## src/rtl/ntt_ctrl.sv

```systemverilog
// ============================================================================
// Module  : ntt_ctrl
// Brief   : Address/strobe sequencer for a 256-point Kyber NTT/INTT butterfly
//           datapath, with PIPE-delayed write-back addressing.
// Revision: 1.0
// ============================================================================
`default_nettype none

module ntt_ctrl #(
    parameter int MEM_LAT = 1,
    parameter int BF_LAT  = 4
) (
    input  logic       clk,
    input  logic       rst,
    input  logic       i_start,
    input  logic       i_inv,
    output logic       o_busy,
    output logic       o_done,
    output logic [1:0] o_bf_mode,
    output logic       o_rd_en,
    output logic [7:0] o_rd_addr_a,
    output logic [7:0] o_rd_addr_b,
    output logic [6:0] o_tw_addr,
    output logic       o_wr_en,
    output logic [7:0] o_wr_addr_a,
    output logic [7:0] o_wr_addr_b
);

    localparam int PIPE = MEM_LAT + BF_LAT;
    localparam int CW   = $clog2(PIPE + 1);

    typedef enum logic [1:0] {
        S_IDLE  = 2'd0,
        S_ISSUE = 2'd1,
        S_DRAIN = 2'd2,
        S_DONE  = 2'd3
    } state_t;

    state_t          r_state;
    logic            r_inv;
    logic [2:0]      r_l;
    logic [6:0]      r_p;
    logic [CW-1:0]   r_cnt;

    logic            r_dl_en [PIPE];
    logic [7:0]      r_dl_a  [PIPE];
    logic [7:0]      r_dl_b  [PIPE];

    // Packs {addr_a, addr_b, tw} for pair p of layer l.
    function automatic logic [22:0] f_addr(input logic inv, input logic [2:0] l,
                                           input logic [6:0] p);
        logic [2:0] s;
        logic [7:0] len;
        logic [7:0] g;
        logic [7:0] r;
        logic [7:0] j;
        logic [7:0] jb;
        logic [6:0] tw;
        s   = inv ? (l + 3'd1) : (3'd7 - l);
        len = 8'd1 << s;
        g   = {1'b0, p} >> s;
        r   = {1'b0, p} & (len - 8'd1);
        j   = ((g * len) << 1) + r;
        jb  = j + len;
        tw  = inv ? (7'(8'd128 >> l) - 7'd1 - g[6:0]) : (7'(8'd1 << l) + g[6:0]);
        return {j, jb, tw};
    endfunction

    always_ff @(posedge clk) begin
        if (rst) begin
            r_state     <= S_IDLE;
            r_inv       <= 1'b0;
            r_l         <= 3'd0;
            r_p         <= 7'd0;
            r_cnt       <= '0;
            o_busy      <= 1'b0;
            o_done      <= 1'b0;
            o_bf_mode   <= 2'b11;
            o_rd_en     <= 1'b0;
            o_rd_addr_a <= 8'd0;
            o_rd_addr_b <= 8'd0;
            o_tw_addr   <= 7'd0;
        end else begin
            o_done <= 1'b0;
            case (r_state)
                S_IDLE: begin
                    if (i_start) begin
                        r_inv     <= i_inv;
                        r_l       <= 3'd0;
                        r_p       <= 7'd0;
                        r_state   <= S_ISSUE;
                        o_busy    <= 1'b1;
                        o_bf_mode <= {1'b0, i_inv};
                        o_rd_en   <= 1'b1;
                        {o_rd_addr_a, o_rd_addr_b, o_tw_addr} <= f_addr(i_inv, 3'd0, 7'd0);
                    end
                end
                S_ISSUE: begin
                    if (r_p == 7'd127) begin
                        r_state <= S_DRAIN;
                        r_p     <= 7'd0;
                        r_cnt   <= '0;
                        o_rd_en <= 1'b0;
                    end else begin
                        r_p <= r_p + 7'd1;
                        {o_rd_addr_a, o_rd_addr_b, o_tw_addr} <= f_addr(r_inv, r_l, r_p + 7'd1);
                    end
                end
                S_DRAIN: begin
                    // Hold off the next layer until the last write of this one retires.
                    if (r_cnt == CW'(PIPE - 1)) begin
                        if (r_l == 3'd6) begin
                            r_state <= S_DONE;
                            o_done  <= 1'b1;
                        end else begin
                            r_l     <= r_l + 3'd1;
                            r_state <= S_ISSUE;
                            o_rd_en <= 1'b1;
                            {o_rd_addr_a, o_rd_addr_b, o_tw_addr} <= f_addr(r_inv, r_l + 3'd1, 7'd0);
                        end
                    end else begin
                        r_cnt <= r_cnt + CW'(1);
                    end
                end
                S_DONE: begin
                    r_state   <= S_IDLE;
                    o_busy    <= 1'b0;
                    o_bf_mode <= 2'b11;
                end
                default: r_state <= S_IDLE;
            endcase
        end
    end

    always_ff @(posedge clk) begin
        if (rst) begin
            for (int i = 0; i < PIPE; i++) begin
                r_dl_en[i] <= 1'b0;
                r_dl_a[i]  <= 8'd0;
                r_dl_b[i]  <= 8'd0;
            end
        end else begin
            r_dl_en[0] <= o_rd_en;
            r_dl_a[0]  <= o_rd_addr_a;
            r_dl_b[0]  <= o_rd_addr_b;
            for (int i = 1; i < PIPE; i++) begin
                r_dl_en[i] <= r_dl_en[i-1];
                r_dl_a[i]  <= r_dl_a[i-1];
                r_dl_b[i]  <= r_dl_b[i-1];
            end
        end
    end

    assign o_wr_en     = r_dl_en[PIPE-1];
    assign o_wr_addr_a = r_dl_a[PIPE-1];
    assign o_wr_addr_b = r_dl_b[PIPE-1];

endmodule

`default_nettype wire

```

## config.mk

```make
export PLATFORM = sky130hd
export DESIGN_NAME = ntt_ctrl
export DESIGN_NICKNAME = d
export VERILOG_FILES = /design/src/rtl/ntt_ctrl.sv
export SDC_FILE = /design/constraint.sdc
export NUM_CORES = 1
export LEC_CHECK = 0
export ABC_AREA = 1
export CORE_MARGIN = 3
export CORE_UTILIZATION = 40
export DETAILED_ROUTE_END_ITERATION = 7
export HOLD_SLACK_MARGIN = 0.08
export PLACE_DENSITY = 0.64
export SLEW_MARGIN = 20
export SYNTH_ARGS = -nofsm -noshare
export SYNTH_HDL_FRONTEND = slang
export SYNTH_SLANG_ARGS = --single-unit
```

## constraint.sdc

```tcl
create_clock -name clk -period 15.8 [get_ports clk]
set_input_delay 3.95 -clock clk [delete_from_list [all_inputs] [get_ports clk]]
set_output_delay 3.95 -clock clk [all_outputs]
set_load 0.01 [all_outputs]
```

==> results of run 1 <==
==> cells in the final DEF (no fill, tap or decap), types with 7 or more instances in the layout <==
cell / synthesis / layout
nand2_2: 10 / 10
inv_1: 189 / 189
nand2_1: 167 / 167
clkdlybuf4s50_1: 0 / 47
o21ai_0: 35 / 35
inv_2: 8 / 8
nor2_1: 149 / 149
nand4_1: 7 / 7
clkbuf_16: 0 / 17
xor2_1: 13 / 13
a31oi_1: 11 / 11
ha_1: 56 / 56
dfxtp_1: 129 / 129
a21oi_1: 48 / 48
nand3_1: 46 / 46
fa_1: 11 / 11
==> where the power goes <==
| group | internal (µW) | switching (µW) |
|---|---|---|
| Clock | 224 | 158 |
| Combinational | 105 | 213 |
| Sequential | 351 | 19.1 |
| Total | 680 | 390 |
==> cell type report <==
type	instances	area [µm²]	area share (%)
Clock buffer	17	425	5.16
Multi-Input combinational cell	615	3530	42.8
Clock inverter	15	161	1.96
Sequential cell	129	2580	31.3
Tap cell	225	282	3.41
Inverter	202	761	9.23
Timing Repair Buffer	51	500	6.07
==> sequential cells by signal, summed over array words and instances, names as in the netlist, 3 cells and up <==
| signal | count |
|---|---|
| o_rd_addr_a | 8 |
| o_rd_addr_b | 8 |
| o_tw_addr | 7 |
| r_cnt | 3 |
| r_dl_a | 40 |
| r_dl_b | 40 |
| r_dl_en | 5 |
| r_l | 3 |
| r_p | 7 |
==> per-layer routing <==
layer  GRT usage [%]  up-vias  routed length (µm)
li1                -     3112                   -
met1            22.8     2676                7720
met2            26.4      165                7080
met3            3.37       25                 827
met4            4.84        0                 301
met5               0        -                   0
==> worst reg2reg max path, delay by kind of cell (launching register included) <==
| kind | cells | cell delay (ns) |
|---|---|---|
| fa+ha+maj | 8 | 2.95 |
| simple gates | 12 | 1.38 |
| compound gates | 4 | 0.83 |
| xor+xnor | 1 | 0.15 |
| buf+inv | 7 | 0.71 |
| flops | 1 | 0.69 |
==> cell families after synthesis <==
logic type,Yosys count
other cells,1
xor+xnor,18
simple gates,399
flops,129
buf+inv,245
fa+ha+maj,67
compound gates,130
==> metrics by stage <==
step	utilization [%]	setup WS, ns	cells	area [µm²]	hold slack [ns]
3_5_place_dp	44.1	8.98	1222	7660	0.392
6_report	47.5	8.96	1254	8240	0.394
2_1_floorplan	-	9.94	989	7120	0.388
4_1_cts	47.5	8.94	1254	8240	0.393
5_1_grt	47.5	8.35	1254	8240	0.406
3_3_place_gp	44.1	9.12	1222	7660	0.389
==> worst max path at each step <==
| stage | from | endpoint | slack [ns] | cells past startpoint |
|---|---|---|---|---|
| detailed placement | r_l[0] | o_rd_addr_b[7] | 8.98 | 32 |
| CTS | r_l[0] | o_rd_addr_b[7] | 8.94 | 32 |
| global placement | r_l[0] | o_rd_addr_b[7] | 9.12 | 32 |
| finish | r_l[0] | o_rd_addr_b[7] | 8.96 | 32 |
| global route | r_l[0] | o_rd_addr_b[7] | 8.35 | 32 |
| floorplan | r_l[0] | o_rd_addr_b[7] | 9.94 | 34 |
==> impl_results.md, run 1 <==
* Status: complete, no violations
* # rows at 48
* Total vias in the final route at around 6,000
* # Post-CTS Setup Buffers at 0
* DRC Markers at 0
* CP arrival at 7.14 ns
* Gr usage total at 16.6%
* Fill cells at 1,755
* Clk sinks at about 130
* Period Utilization, post-route at 43.3%
* CTS root buf: clkbuf_16
* Number of I/O port buffers at 48
* Adder-cell share of the synthesized area at roughly 13%
* Synth Instances at 989
* Hold Path Stages at 2
* Hold_buf cts at 0
* Final Hold Viols at 0
* Final GP Congestion at 0.932
* Die Y at approximately 140 µm
* R2R Path End: o_rd_addr_b[7]
* CP required at around 16 ns
* Detailed Routing Iterations Pass 1 at 5
* Most frequent cells after synthesis: 189 x inv_1, 167 x nand2_1, 149 x nor2_1
* R2R cell count at 32
* Synth area leader: dfxtp_1
* Final layout net count at 1,087
* Peak per-stage delay on the critical path at 0.69 ns
* PostCTS Resize Cnt at 0
* Peak Freq at approximately 150 MHz
* Setup_tns at 0 ns
* Slew Limit Headroom at 35.7%
* Synth Register Bits at 129
* Vias in the first global route at about 5,500
* Max VDD drop at 0.0835 mV
* CTS tree: yes
* Largest net degree at the start of global routing at 62
* R2R Path Start: r_l[0]
* Most used cell along the critical path: nand2_1
* Post-synthesis mux area share at 0%
* Most numerous cell in the Yosys netlist: inv_1
* Worst hold path startpoint: r_dl_a[0][11]
* Clock skew at 0.0156 ns
* Post-synthesis simple-gate area fraction at about a quarter
* Share of cells above drive strength 1 at 7.19%
* Initial Util at 41.0%
* Tightest Hold Check Type: flip-flop to flip-flop
* Pleak at 0.00374 µW
* CP Launch Type: flip-flop
* Worst-Skew Late Latency at 0.42 ns
* Die span in x at 139 µm
* EDFF count, synth at 0
* Setup violators final at 0
* Max capacitance violation total at 0
* Slowest CP cell: dfxtp_1
* Grt ovf at 0
* Ant diodes at 0
* Initial antenna violation count at 0
* Asr flop ratio synth at 0%
* Crit. End Element: flip-flop
* RSZ-0062 raised after global routing: no
* # H-tree levels at 4
* Crit path kind: flip-flop to flip-flop
* Distinct cell type count of the synthesized netlist at 48
* Top cell type's share of synthesized area at 36.3%
* Area Overhead vs Synth at 15.8%
* Number of CTS-inserted buffers at 17
* Post-route ant nets at 0
* Max Root-Sink Buffers at 2
* Final Max Slew Viols at 0
* Clock-pin slew on the worst setup and hold paths at roughly 0.07 ns
* Buffers & Inverters on Critical Path at 7
* Pwr Total at 1070 µW
* Largest family of logic cells by synthesized area: simple AND/OR/NAND/NOR gates
* Post-DP HPWL at 12,200 µm
* Sequential share of the synthesized area at about 36%
* Core area at around 17,000 µm²
* Hold EP: r_dl_a[0][19]
* Initial DRC count at 400
* Complex-gate fraction of the synthesized area at 10.9%
* Detailed Route WL at 15,900 µm
* Avg Cell Area, Syn at 7.20 µm²
* R2R setup slack at 8.96 ns
* Top cells by area, synth: dfxtp_1 36%, inv_1 10%, ha_1 9.8%
* Top-Level Pins at 49
* First-pass GRT wire length at 26,400 µm
* Max FO, Critical Path at 17
* Mapped Area at 7120 µm²
* Yosys warning count at 0
* Synth Flop Type: dfxtp_1
* Vias per cell at 4.77
* Fin crit period at 6.84 ns
* CP delay by family, top: adder cells
* PD cells at 130 nW/µm²
* Slew @ Worst Pin at approximately 0.95 ns
* Die area at between 15,000 and 20,000 µm²
* Post-synthesis xor/xnor area fraction at 2.21%
* Post-Syn Nets at 1,060
* DR WL/cell at 12.7 µm
Note: power is estimated with default switching activity, not from simulation.
==> inputs of run 2 (changes only) <==
PLACE_DENSITY = 0.66   (was 0.64)
clock period = 6.2 ns   (was 15.8 ns; I/O delays follow)
==> run 2 against run 1 <==
- sequential cell count stayed put
- combinational power grew to 2.7 times the previous value
- hold slack better by 0.0013 ns
- critical endpoint unchanged
- design area is 3.0% higher
- wire length is 1.6% higher
- largest cell class unchanged
- register-to-register slack worse by 8.7 ns
- via count is 1.4% higher
- worst setup slack worse by 8.7 ns
- critical path depth is 1 higher
- maximum frequency is 16% higher
- sequential power grew to 2.6 times the previous value
- highest routed layer unchanged
- clock skew is 0.0019 ns lower
==> impl_results.md, run 2 (same netlist as run 1, synthesis figures left out) <==
* Core area at 17,400 µm²
* Most common cell after layout, fill and taps aside: inv_1
* # rows at 48
* Tightest Hold Check Type: flip-flop to flip-flop
* Vias per cell at 4.76
* Die area at around 20,000 µm²
* Logic pwr share at about 31%
* CP required at 6.50 ns
* Switching Share at 34.6%
* Largest net degree at the start of global routing at 70
* DR WL/cell at around 13 µm
* Internal cell power at between 1500 and 2000 µW
* Peak per-stage delay on the critical path at about 0.53 ns
* Clk sinks at 129
* Top Registers: r_dl_a: 40 flops, r_dl_b: 40 flops
* Clock power share at 35.4%
* Hold EP: r_dl_b[0][14]
* Clock skew at 0.0137 ns
* Fill cells at 1,682
* Slowest CP cell: fa_1
* Grt ovf at 0
* Initial Util at 41.0%
* R2R cell count at 33
* Initial antenna violation count at 0
* Worst-Skew Late Latency at between 0.4 and 0.5 ns
* Status: complete, no violations
* First-pass GRT wire length at 26,900 µm
* Post-DP Area at slightly below 8000 µm²
* Crit path kind: flip-flop to flip-flop
* Slew @ Worst Pin at 0.705 ns
* Crit. End Element: flip-flop
* NetSw at 964 µW
* Final GP Congestion at 0.875
* CTS tree: yes
* Post-DP HPWL at 12,200 µm
* Slew Limit Headroom at a little over half
* Final Instance Area at approximately 8500 µm²
* Flop pwr share at 34.0%
* CP arrival at 6.20 ns
* Ant diodes at 0
* R2R setup slack at 0.30 ns
* # H-tree levels at 4
* DRC Markers at 0
* Die Y at 139 µm
* Commonest non-fill, non-tap cells in the layout: 187 x inv_1, 167 x nand2_1, 148 x nor2_1, 126 x dfxtp_1, 54 x ha_1
* CTS root buf: clkbuf_16
* PD cells at 328 nW/µm²
* Period Utilization, post-route at 95.2%
* Max capacitance violation total at 0
* Die span in x at 139 µm
* Worst hold path startpoint: r_dl_b[0][6]
* Detailed Routing Iterations Pass 1 at 5
* Max FO, Critical Path at 6
* Area Overhead vs Synth at 19.3%
* Share of cells above drive strength 1 at 10.3%
* Post-route ant nets at 0
* Hold_buf cts at 0
* Max VDD drop at 0.202 mV
* Final Max Slew Viols at 0
* R2R Path Start: r_l[1]
* Pleak at slightly below 0.004 µW
* R2R Path End: o_rd_addr_b[7]
* Final layout net count at 1,109
* Gr usage total at between 10% and 20%
* Final Hold Viols at 0
* Initial DRC count at 321
* Vias in the first global route at 5,709
* CP Launch Type: flip-flop
* Detailed Route WL at 16,200 µm
* Setup violators final at 0
* Number of I/O port buffers at 48
* Clock-pin slew on the worst setup and hold paths at 0.06 ns
* Fin crit period at 5.90 ns
* Most used cell along the critical path: nand2_1
* Peak Freq at approximately 170 MHz
* Total vias in the final route at 6,063
* Number of CTS-inserted buffers at 17
* Max Root-Sink Buffers at 2
* Hold Path Stages at 2
* Setup_tns at 0 ns
* Top-Level Pins at about 50
==> run 2: cell types whose count changed in the layout (fill, tap and decap cells not counted), sizes merged <==
cell | previous run | this run
clkbuf | 17 | 20
buf | 4 | 25
o21ai | 41 | 42
bufinv | 1 | 2
clkinv | 5 | 7
inv | 208 | 200
clkinvlp | 3 | 4
==> run 2: repair_timing <==
item                                    CTS  global route
buffers inserted                          0             8
endpoints found under the setup margin    0             4
resized for setup                         0            16
==> run 2: how the worst max path moves through the flow <==
stage	slack [ns]	endpoint	cells past startpoint	from
finish	0.30	o_rd_addr_b[7]	33	r_l[1]
floorplan	0.34	o_rd_addr_b[7]	34	r_l[0]
global route	-0.04	o_rd_addr_b[7]	33	r_l[1]
CTS	0.08	o_rd_addr_b[7]	33	r_l[1]
detailed placement	0.14	o_rd_addr_b[7]	33	r_l[1]
global placement	0.28	o_rd_addr_b[7]	33	r_l[1]
==> run 2: routing by layer <==
metal / GRT usage, % / up-vias / part of all wire, %
li1: - / 3153 / -
met1: 21.7 / 2732 / 46
met2: 27.7 / 150 / 48
met3: 3.09 / 28 / 3.7
met4: 6.18 / 0 / 2.1
met5: 0 / - / 0
==> run 2: area by class of cell <==
| class | instances | area (µm²) | share of cell area [%] |
|---|---|---|---|
| tap | 225 | 282 | 3.32 |
| clock buffer | 20 | 467 | 5.50 |
| multi-input combinational | 616 | 3600 | 42.4 |
| clock inverter | 11 | 128 | 1.50 |
| inverter | 202 | 764 | 9.00 |
| sequential | 129 | 2590 | 30.5 |
| timing repair buffer | 72 | 662 | 7.80 |
==> run 2: critical path: cells and delay by family, from the launching register on <==
| family | cells | cell delay [ns] |
|---|---|---|
| flops | 1 | 0.40 |
| xor+xnor | 1 | 0.15 |
| fa+ha+maj | 7 | 2.52 |
| buf+inv | 7 | 0.54 |
| simple gates | 12 | 1.26 |
| compound gates | 6 | 0.94 |
==> run 2: metrics by stage <==
step	cells	util [%]	hold slack, ns	worst slack (ns)	total power [µW]
detailed placement	1235	44.7	0.392	0.139	1770
CTS	1266	48.1	0.396	0.0824	2760
global placement	1235	44.7	0.389	0.279	1770
finish	1275	48.9	0.395	0.300	2780
floorplan	989	-	0.388	0.342	1510
global route	1275	48.9	0.405	-0.0369	2950
==> run 2: power by group through the flow <==
| stage | Clock (µW) | Combinational, µW | Sequential, µW |
|---|---|---|---|
| 2_1_floorplan | 0 | 540 | 967 |
| 3_3_place_gp | 0 | 807 | 963 |
| 3_5_place_dp | 0 | 807 | 964 |
| 4_1_cts | 997 | 813 | 947 |
| 5_1_grt | 1040 | 947 | 958 |
| 6_report | 985 | 851 | 947 |
==> inputs of run 3 (changes only) <==
CAP_MARGIN = 0   (was not set)
==> results of run 3 <==
No change in the layout: final DEF, timing and power equal those of run 2.
